===== src/rtl/ifft_in_buffer_if.sv =====
// ifft_in_buffer_if: sample stream in, frame handshake out.
// master = upstream/downstream side, slave = the buffer.
interface ifft_in_buffer_if #(
  parameter int DATA_W = 32
) ();
  logic                     in_valid;
  logic                     in_ready;
  logic signed [DATA_W-1:0] in_re;
  logic signed [DATA_W-1:0] in_im;
  logic                     in_last;
  logic                     frame_valid;
  logic                     frame_ready;
  logic                     err_misalign;

  modport master (
    output in_valid,
    output in_re,
    output in_im,
    output in_last,
    output frame_ready,
    input  in_ready,
    input  frame_valid,
    input  err_misalign
  );

  modport slave (
    input  in_valid,
    input  in_re,
    input  in_im,
    input  in_last,
    input  frame_ready,
    output in_ready,
    output frame_valid,
    output err_misalign
  );
endinterface


===== src/rtl/ifft_in_buffer.sv =====
// ifft_in_buffer: gathers 8 complex Q16.16 samples into a frame for an
// 8-point IFFT. Ports: clk, rst_n (async, active-low), bus (in_valid/
// in_ready/in_re/in_im/in_last, frame_valid/frame_ready, err_misalign),
// outr_0..outr_7 / outi_0..outi_7 (held frame, natural order).
// Build option: IFFT_IN_BUFFER_PINGPONG_EN selects two-bank buffering;
// without it a single bank alternates between FILL and HOLD.
module ifft_in_buffer #(
  parameter int DATA_W = 32
) (
  input  logic                     clk,
  input  logic                     rst_n,
  ifft_in_buffer_if.slave          bus,
  output logic signed [DATA_W-1:0] outr_0,
  output logic signed [DATA_W-1:0] outr_1,
  output logic signed [DATA_W-1:0] outr_2,
  output logic signed [DATA_W-1:0] outr_3,
  output logic signed [DATA_W-1:0] outr_4,
  output logic signed [DATA_W-1:0] outr_5,
  output logic signed [DATA_W-1:0] outr_6,
  output logic signed [DATA_W-1:0] outr_7,
  output logic signed [DATA_W-1:0] outi_0,
  output logic signed [DATA_W-1:0] outi_1,
  output logic signed [DATA_W-1:0] outi_2,
  output logic signed [DATA_W-1:0] outi_3,
  output logic signed [DATA_W-1:0] outi_4,
  output logic signed [DATA_W-1:0] outi_5,
  output logic signed [DATA_W-1:0] outi_6,
  output logic signed [DATA_W-1:0] outi_7
);

`ifdef IFFT_IN_BUFFER_PINGPONG_EN
  localparam int NB = 2;
`else
  localparam int NB = 1;
`endif

  typedef logic signed [DATA_W-1:0] smp_t;

  smp_t       mem_re [NB][8];
  smp_t       mem_im [NB][8];
  logic [2:0] wr_idx;
  logic       in_ready_q;
  logic       fv_q;
  logic       err_q;
  logic       in_ready_n;
  logic       fv_n;
  logic       accept;
  logic       at_end;
  logic       close;
  logic       misalign;
  logic       retire;
  logic       wr_bank;
  logic       rd_bank;

  assign accept   = bus.in_valid & in_ready_q;
  assign at_end   = (wr_idx == 3'd7);
  // slot 7 always closes; in_last only matters before it
  assign close    = accept & at_end;
  assign misalign = accept & bus.in_last & ~at_end;
  assign retire   = fv_q & bus.frame_ready;

`ifdef IFFT_IN_BUFFER_PINGPONG_EN
  logic [1:0] full;
  logic [1:0] full_n;
  logic       wr_bank_n;
  logic       rd_bank_n;

  // close and retire never hit the same bank: close needs a
  // non-full write bank, retire needs a full read bank
  always_comb begin
    full_n    = full;
    wr_bank_n = wr_bank;
    rd_bank_n = rd_bank;
    if (retire) begin
      full_n[rd_bank] = 1'b0;
      rd_bank_n       = ~rd_bank;
    end
    if (close) begin
      full_n[wr_bank] = 1'b1;
      wr_bank_n       = ~wr_bank;
    end
    in_ready_n = ~full_n[wr_bank_n];
    fv_n       = full_n[rd_bank_n];
  end

  always_ff @(posedge clk or negedge rst_n) begin
    if (!rst_n) begin
      full    <= 2'b00;
      wr_bank <= 1'b0;
      rd_bank <= 1'b0;
    end else begin
      full    <= full_n;
      wr_bank <= wr_bank_n;
      rd_bank <= rd_bank_n;
    end
  end
`else
  typedef enum logic {FILL, HOLD} state_t;

  state_t state;
  state_t state_n;

  assign wr_bank = 1'b0;
  assign rd_bank = 1'b0;

  always_ff @(posedge clk or negedge rst_n) begin
    if (!rst_n) state <= FILL;
    else        state <= state_n;
  end

  always_comb begin
    state_n = state;
    unique case (state)
      FILL:    if (close)  state_n = HOLD;
      HOLD:    if (retire) state_n = FILL;
      default: state_n = FILL;
    endcase
    in_ready_n = (state_n == FILL);
    fv_n       = (state_n == HOLD);
  end
`endif

  always_ff @(posedge clk or negedge rst_n) begin
    if (!rst_n) begin
      wr_idx     <= 3'd0;
      in_ready_q <= 1'b0;
      fv_q       <= 1'b0;
      err_q      <= 1'b0;
      for (int b = 0; b < NB; b++) begin
        for (int k = 0; k < 8; k++) begin
          mem_re[b][k] <= '0;
          mem_im[b][k] <= '0;
        end
      end
    end else begin
      in_ready_q <= in_ready_n;
      fv_q       <= fv_n;
      err_q      <= misalign;
      if (misalign) begin
        wr_idx <= 3'd0;
      end else if (accept) begin
        mem_re[wr_bank][wr_idx] <= bus.in_re;
        mem_im[wr_bank][wr_idx] <= bus.in_im;
        wr_idx                  <= wr_idx + 3'd1;
      end
    end
  end

  assign bus.in_ready     = in_ready_q;
  assign bus.frame_valid  = fv_q;
  assign bus.err_misalign = err_q;

  assign outr_0 = mem_re[rd_bank][0];
  assign outr_1 = mem_re[rd_bank][1];
  assign outr_2 = mem_re[rd_bank][2];
  assign outr_3 = mem_re[rd_bank][3];
  assign outr_4 = mem_re[rd_bank][4];
  assign outr_5 = mem_re[rd_bank][5];
  assign outr_6 = mem_re[rd_bank][6];
  assign outr_7 = mem_re[rd_bank][7];
  assign outi_0 = mem_im[rd_bank][0];
  assign outi_1 = mem_im[rd_bank][1];
  assign outi_2 = mem_im[rd_bank][2];
  assign outi_3 = mem_im[rd_bank][3];
  assign outi_4 = mem_im[rd_bank][4];
  assign outi_5 = mem_im[rd_bank][5];
  assign outi_6 = mem_im[rd_bank][6];
  assign outi_7 = mem_im[rd_bank][7];

endmodule


===== src/flat_wrapper.sv =====
// flat-port wrapper written by rule: the top's interface ports become plain ports
module ifft_in_buffer_flat 
#(
  parameter int DATA_W = 32
)
  (clk, rst_n, outr_0, outr_1, outr_2, outr_3, outr_4, outr_5, outr_6, outr_7, outi_0, outi_1, outi_2, outi_3, outi_4, outi_5, outi_6, outi_7, bus_in_valid, bus_in_re, bus_in_im, bus_in_last, bus_frame_ready, bus_in_ready, bus_frame_valid, bus_err_misalign);
  ifft_in_buffer_if #(.DATA_W(DATA_W)) bus_i ();
  input  logic clk;
  input  logic rst_n;
  output logic signed [DATA_W-1:0] outr_0;
  output logic signed [DATA_W-1:0] outr_1;
  output logic signed [DATA_W-1:0] outr_2;
  output logic signed [DATA_W-1:0] outr_3;
  output logic signed [DATA_W-1:0] outr_4;
  output logic signed [DATA_W-1:0] outr_5;
  output logic signed [DATA_W-1:0] outr_6;
  output logic signed [DATA_W-1:0] outr_7;
  output logic signed [DATA_W-1:0] outi_0;
  output logic signed [DATA_W-1:0] outi_1;
  output logic signed [DATA_W-1:0] outi_2;
  output logic signed [DATA_W-1:0] outi_3;
  output logic signed [DATA_W-1:0] outi_4;
  output logic signed [DATA_W-1:0] outi_5;
  output logic signed [DATA_W-1:0] outi_6;
  output logic signed [DATA_W-1:0] outi_7;
  input wire logic [$bits(bus_i.in_valid)-1:0] bus_in_valid;
  input wire logic [$bits(bus_i.in_re)-1:0] bus_in_re;
  input wire logic [$bits(bus_i.in_im)-1:0] bus_in_im;
  input wire logic [$bits(bus_i.in_last)-1:0] bus_in_last;
  input wire logic [$bits(bus_i.frame_ready)-1:0] bus_frame_ready;
  output wire logic [$bits(bus_i.in_ready)-1:0] bus_in_ready;
  output wire logic [$bits(bus_i.frame_valid)-1:0] bus_frame_valid;
  output wire logic [$bits(bus_i.err_misalign)-1:0] bus_err_misalign;
  assign bus_i.in_valid = bus_in_valid;
  assign bus_i.in_re = bus_in_re;
  assign bus_i.in_im = bus_in_im;
  assign bus_i.in_last = bus_in_last;
  assign bus_i.frame_ready = bus_frame_ready;
  assign bus_in_ready = bus_i.in_ready;
  assign bus_frame_valid = bus_i.frame_valid;
  assign bus_err_misalign = bus_i.err_misalign;
  ifft_in_buffer #(.DATA_W(DATA_W)) u_core (.clk(clk), .rst_n(rst_n), .bus(bus_i), .outr_0(outr_0), .outr_1(outr_1), .outr_2(outr_2), .outr_3(outr_3), .outr_4(outr_4), .outr_5(outr_5), .outr_6(outr_6), .outr_7(outr_7), .outi_0(outi_0), .outi_1(outi_1), .outi_2(outi_2), .outi_3(outi_3), .outi_4(outi_4), .outi_5(outi_5), .outi_6(outi_6), .outi_7(outi_7));
endmodule

===== config.mk =====
export PLATFORM = sky130hd
export DESIGN_NAME = ifft_in_buffer_flat
export DESIGN_NICKNAME = d
export VERILOG_FILES = /design/src/rtl/ifft_in_buffer_if.sv /design/src/rtl/ifft_in_buffer.sv /design/src/flat_wrapper.sv
export SDC_FILE = /design/constraint.sdc
export NUM_CORES = 1
export LEC_CHECK = 0
export ABC_CLOCK_PERIOD_IN_PS = 2300
export CAP_MARGIN = 15
export CORE_AREA = 2 2 227 229
export CTS_CLUSTER_DIAMETER = 80
export DETAILED_ROUTE_END_ITERATION = 12
export DIE_AREA = 0 0 229 231
export PLACE_DENSITY = 0.75
export SYNTH_ARGS = -nofsm -noshare
export SYNTH_HDL_FRONTEND = slang
export SYNTH_SLANG_ARGS = --single-unit

===== constraint.sdc =====
create_clock -name clk -period 2.3 [get_ports clk]
set_input_delay 0.345 -clock clk [delete_from_list [all_inputs] [get_ports clk]]
set_output_delay 0.345 -clock clk [all_outputs]
set_load 0.05 [all_outputs]

After elaboration in Yosys (flattened, before gate mapping)
Index checks and enable logic that the tools add are counted.

word-level totals
  register bits after elaboration = 518
  output and inout port bits = 515

operators by class
  add/sub/neg operators = 1
  magnitude comparators = 2
  eq/ne operators = 1
  mux-type cells = 9
  bitwise operators = 10
  reductions and logical operators = 3

operators by type and width
  operator                                             number
  bitwise mux 256 bit                                  2
  demux 32 bit (select 3 bit)                          1
  2-to-1 mux 32 bit                                    1
  2-to-1 mux 3 bit                                     2
  AND 1 bit                                            5
  >= comparator 4 bit (second input constant)          1
  < comparator 4 x 1 -> 1 bit (second input constant)  1
  NOT 1 bit                                            4
  NOT 3 -> 4 bit                                       1
  adder 3 x 1 -> 3 bit (second input constant)         1
  equality test 3 bit (second input constant)          1
  2-to-1 mux 1 bit                                     2
  case mux 1 bit (2 select lines)                      1
  AND reduction 2 bit                                  1
  nonzero test 2 bit                                   1
  logical AND 1 bit                                    1

Longest topological paths before layout
  depth in word-level cells = 6
  gate-level depth with buffers = 8
  gate-level depth less buffers = 5

Worst setup path before layout
OpenSTA, ideal clock, no wires.

  path type = reg2reg
  start = register u_core.in_ready_q (netlist: u_core.bus.in_ready)
  end = register u_core.mem_re (netlist bit u_core.outr_6[2])
  arrival = 2,065 ps
  data required time = 2,175 ps
  path slack = 110 ps
  stages on the path, launching flop included = 5
  period minus slack after synthesis = 2,190 ps
  cell sequence = dfrtp_1 -> nand2_1 -> nor4_4 -> buf_6 -> mux2_2

between the ends
  word-level cells in the longest chain between the ends = 5

ends and longest elaborated chain
  element                                   RTL line               source
  start: declaration                        ifft_in_buffer.sv:42   logic in_ready_q;
  start signal: assignment                  ifft_in_buffer.sv:136  in_ready_q <= in_ready_n;
  AND 1 bit (*)                             ifft_in_buffer.sv:55   assign accept = bus.in_valid & in_ready_q;
  AND 1 bit (2 in series)                   ifft_in_buffer.sv:59   assign misalign = accept & bus.in_last & ~at_end;
  NOT 1 bit (no source line)                --
  AND reduction 2 bit (no source line) (*)  --
  end signal: indexed assignment            ifft_in_buffer.sv:142  mem_re[wr_bank][wr_idx] <= bus.in_re;
  end: declaration                          ifft_in_buffer.sv:39   smp_t mem_re [NB][8];

Mark *: on every way between the ends. The rest lies on a longest branch, timed or not.
A chain may end at the register's enable or synchronous reset.

Final worst setup path
  start = register u_core.mem_im (netlist bit u_core.outi_7[15])
  end = output port outi_7[15]

RTL lines
  element                           RTL line               source
  start: declaration                ifft_in_buffer.sv:40   smp_t mem_im [NB][8];
  start signal: indexed assignment  ifft_in_buffer.sv:143  mem_im[wr_bank][wr_idx] <= bus.in_im;
  end: declaration                  flat_wrapper.sv:25     output logic signed [DATA_W-1:0] outi_7;

No word-level cell between the ends.

==> flow_summary.yaml <==
logic_synthesis:
  synth-edff-count: 0
  seq_area_frac_synth_pct: 66.0
  muxShareOfSynthArea_pct: 30.7
  synth-seq-cells: 518
  ys.flop_type: "dfrtp_1"
  yosys.area_share.adder_pct: 0.127
  ys_top_cells_by_count: "dfrtp_1 (518), mux2_2 (449), mux2_4 (60), buf_2 (21), buf_4 (18)"
  synth.area.top_cells: "dfrtp_1 (66%), mux2_2 (26%), mux2_4 (4.6%)"
  postSynth.asyncResetShare_pct: 100
  synth_simple_gate_area_share_pct: 0.764
  yosysTopAreaCellShare_pct: 66.0
  synth_cells: 1112
  yosys_warnings: 0
  synth.most_common_cell: "dfrtp_1"
  synth_compound_gate_area_share_pct: 0.0892
  syn-cell-area_sq_um: 19600
  synth_area_per_cell_sq_um: 17.7
  synth_xor_area_share_pct: 0
  syn-num-nets: 1183
  synth_top_family_by_area: "multiplexers"
  synth_top_area_cell: "dfrtp_1"
  ys_types: 22
critical_path:
  cpLargestDelayFamily: "buffers and inverters"
  cp_slowest_cell: "clkdlybuf4s50_1"
  arrival_ns: 1.84
  critical_path_class: "reg -> out"
  crit_path_start_kind: "flop"
  crit_buf_inv: 1
  cp_max_fo: 2
  crit_required_ns: 1.96
  cpPeakStageDelay_ns: 0.86
  endpoint_kind: "output port"
  path_cells: "clkdlybuf4s50_1"
clock_network:
  cts-root-buf: "clkbuf_16"
  clock_sink_count: 518
  clock_path_buffers: 3
  cts_inserted_buffers: 52
  cts-htree-levels: 2
  insertion_delay_ns: 0.58
  clkSlewWorstSetupHoldPaths_ns: 0.06
  tritoncts: "built"
sta:
  period_needed_ns: 2.18
  setup_violations: 0
  max_slew_margin_pct: 57.7
  fin_crit_sh_pct: 94.9
  drv_slew: 0
  worst_slew_pin_slew_ns: 0.632
  max_freq_ghz: 0.458
  rsz0062_at_grt: "no"
  finalClockSkew_ns: 0.0204
  finalHoldViolCount: 0
  fin_hold_ws_ns: 0.327
  fin_tns_setup_ns: 0
layout:
  num_antenna_cells: 0
  fin_nets: 1812
  stdcell_count: 2460
  seqCellArea_sq_um: 13000
  fillers: 4040
  areaGrowthSynthToFinish_pct: 44.1
  final_layout_size_suffix_gt1_share_pct: 36.7
  multi_input_area_sq_um: 6250
placed_design:
  portBuffers: 583
  place_hpwl_um: 38300
  place_congestion: 0.785
  place_inst: 2366
drt:
  num_vias: 12145
  via_per_inst: 4.94
  drc: 0
  ant_nets: 0
  detail_route.first_pass.iterations: 4
  first_iter_violations: 576
  wl_per_cell_um: 22.4
  wl_um: 55100
floorplan:
  rows: 83
  dieArea_sq_um: 52900
  fp.dieW_um: 229
  fp.coreArea_sq_um: 50700
  ios: 584
  start_util_pct: 38.8
  die_h_um: 231
power:
  power_density_nw_per_um2: 1420
  combPwrFrac_pct: 46.1
  p_sw_share_pct: 42.4
  p_int_mw: 23.2
  finalPower_mw: 40.2
  vdd_drop_max_mv: 0.946
  seq_power_share_pct: 32.6
  leakage_nw: 12.9
  p_switching_mw: 17.1
  clkPwrFrac_pct: 21.3
global_routing:
  grt_max_degree: 73
  grt_first_pass_wirelength_um: 83500
  grt_use_total_pct: 20.5
  grt_overflow: 0
  grt_pass1_vias: 13188
  antenna_found_initial: 0
flow_run:
  drv_cap: 0
hold_path:
  holdCritPathClass: "in -> async"
run_status:
  status: "finished clean"
## power by group through the flow
stage               Combinational, mW  Sequential [mW]  Clock (mW)
detailed placement               18.6             13.3           0
global placement                 18.4             13.1           0
global route                     19.0             13.4        9.12
finish                           18.5             13.1        8.55
CTS                              18.7             13.1        8.75
floorplan                        2.47             22.4           0
## layer usage
metal,GRT usage (%),vias to the layer above,part of all wire [%]
li1,-,5199,-
met1,24.7,6407,39
met2,34.7,424,50
met3,5.72,115,6.9
met4,8.50,0,3.8
met5,0,-,0
## cell families (layout without fill, tap and decap cells)
logic type,after synthesis,after routing
DFF,518,518
muxes,515,515
buffers and inverters,56,724
and+or+nand+nor,19,19
adders and majority gates,2,2
AOI/OAI and AO/OA,2,2
## area by class of cell
type	count	area share [%]
Inverter	1	0.0133
Timing Repair Buffer	630	22.9
Multi-Input combinational cell	538	22.1
Sequential cell	518	45.8
Clock buffer	70	5.34
Tap cell	680	3.01
Clock inverter	23	0.827
## final timing paths
check,startpoint,end,slack [ns],depth (start not counted)
worst min register to register,u_core.outi_6[7]$_DFFE_PN0P_,u_core.outi_6[7]$_DFFE_PN0P_,0.50,1
worst max-delay path,u_core.outi_7[15]$_DFFE_PN0P_,outi_7[15],0.12,1
worst min-delay path,rst_n,u_core.outi_1[9]$_DFFE_PN0P_,0.33,2
min in group clk,bus_frame_ready,u_core.state$_DFF_PN0_,0.39,2
worst max register to register,u_core.wr_idx[1]$_DFFE_PN0P_,u_core.outr_4[8]$_DFFE_PN0P_,0.18,6
max in group asynchronous,rst_n,u_core.bus.in_ready$_DFF_PN0_,1.10,3
## layout by cell type (no fill, tap or decap)
cell type / n
clkbuf_8: 12
clkinvlp_4: 3
nand4_4: 3
nor4_4: 1
a22o_1: 2
ha_1: 2
clkinv_4: 3
clkbuf_1: 5
clkinv_2: 13
mux2_2: 449
mux2_1: 5
nor2b_1: 3
and2_1: 1
inv_2: 1
or4_4: 1
nand2b_2: 1
dlygate4sd3_1: 1
buf_12: 23
nand2_1: 3
buf_4: 23
nor2_1: 3
bufinv_16: 4
mux2i_1: 1
mux2_4: 60
clkbuf_16: 53
and4_4: 3
buf_8: 1
dfrtp_1: 518
clkdlybuf4s50_1: 582
## metrics by stage
step	setup WS (ns)	utilization, %	cell area [sq um]
after global routing	0.0517	55.8	28300
after CTS	0.0106	55.8	28300
after global placement	0.0533	52.4	26500
after floorplan	0.110	-	19600
final	0.118	55.8	28300
after detailed placement	0.0246	52.4	26500
## what timing repair did
item | in CTS | in global routing
setup endpoints to repair | 0 | 174
buffers inserted | 0 | 0
hold endpoints to repair | 44 | 0
gates resized for setup | 0 | 1
hold buffers | 1 | 0
Note: power is estimated with default switching activity, not from simulation.
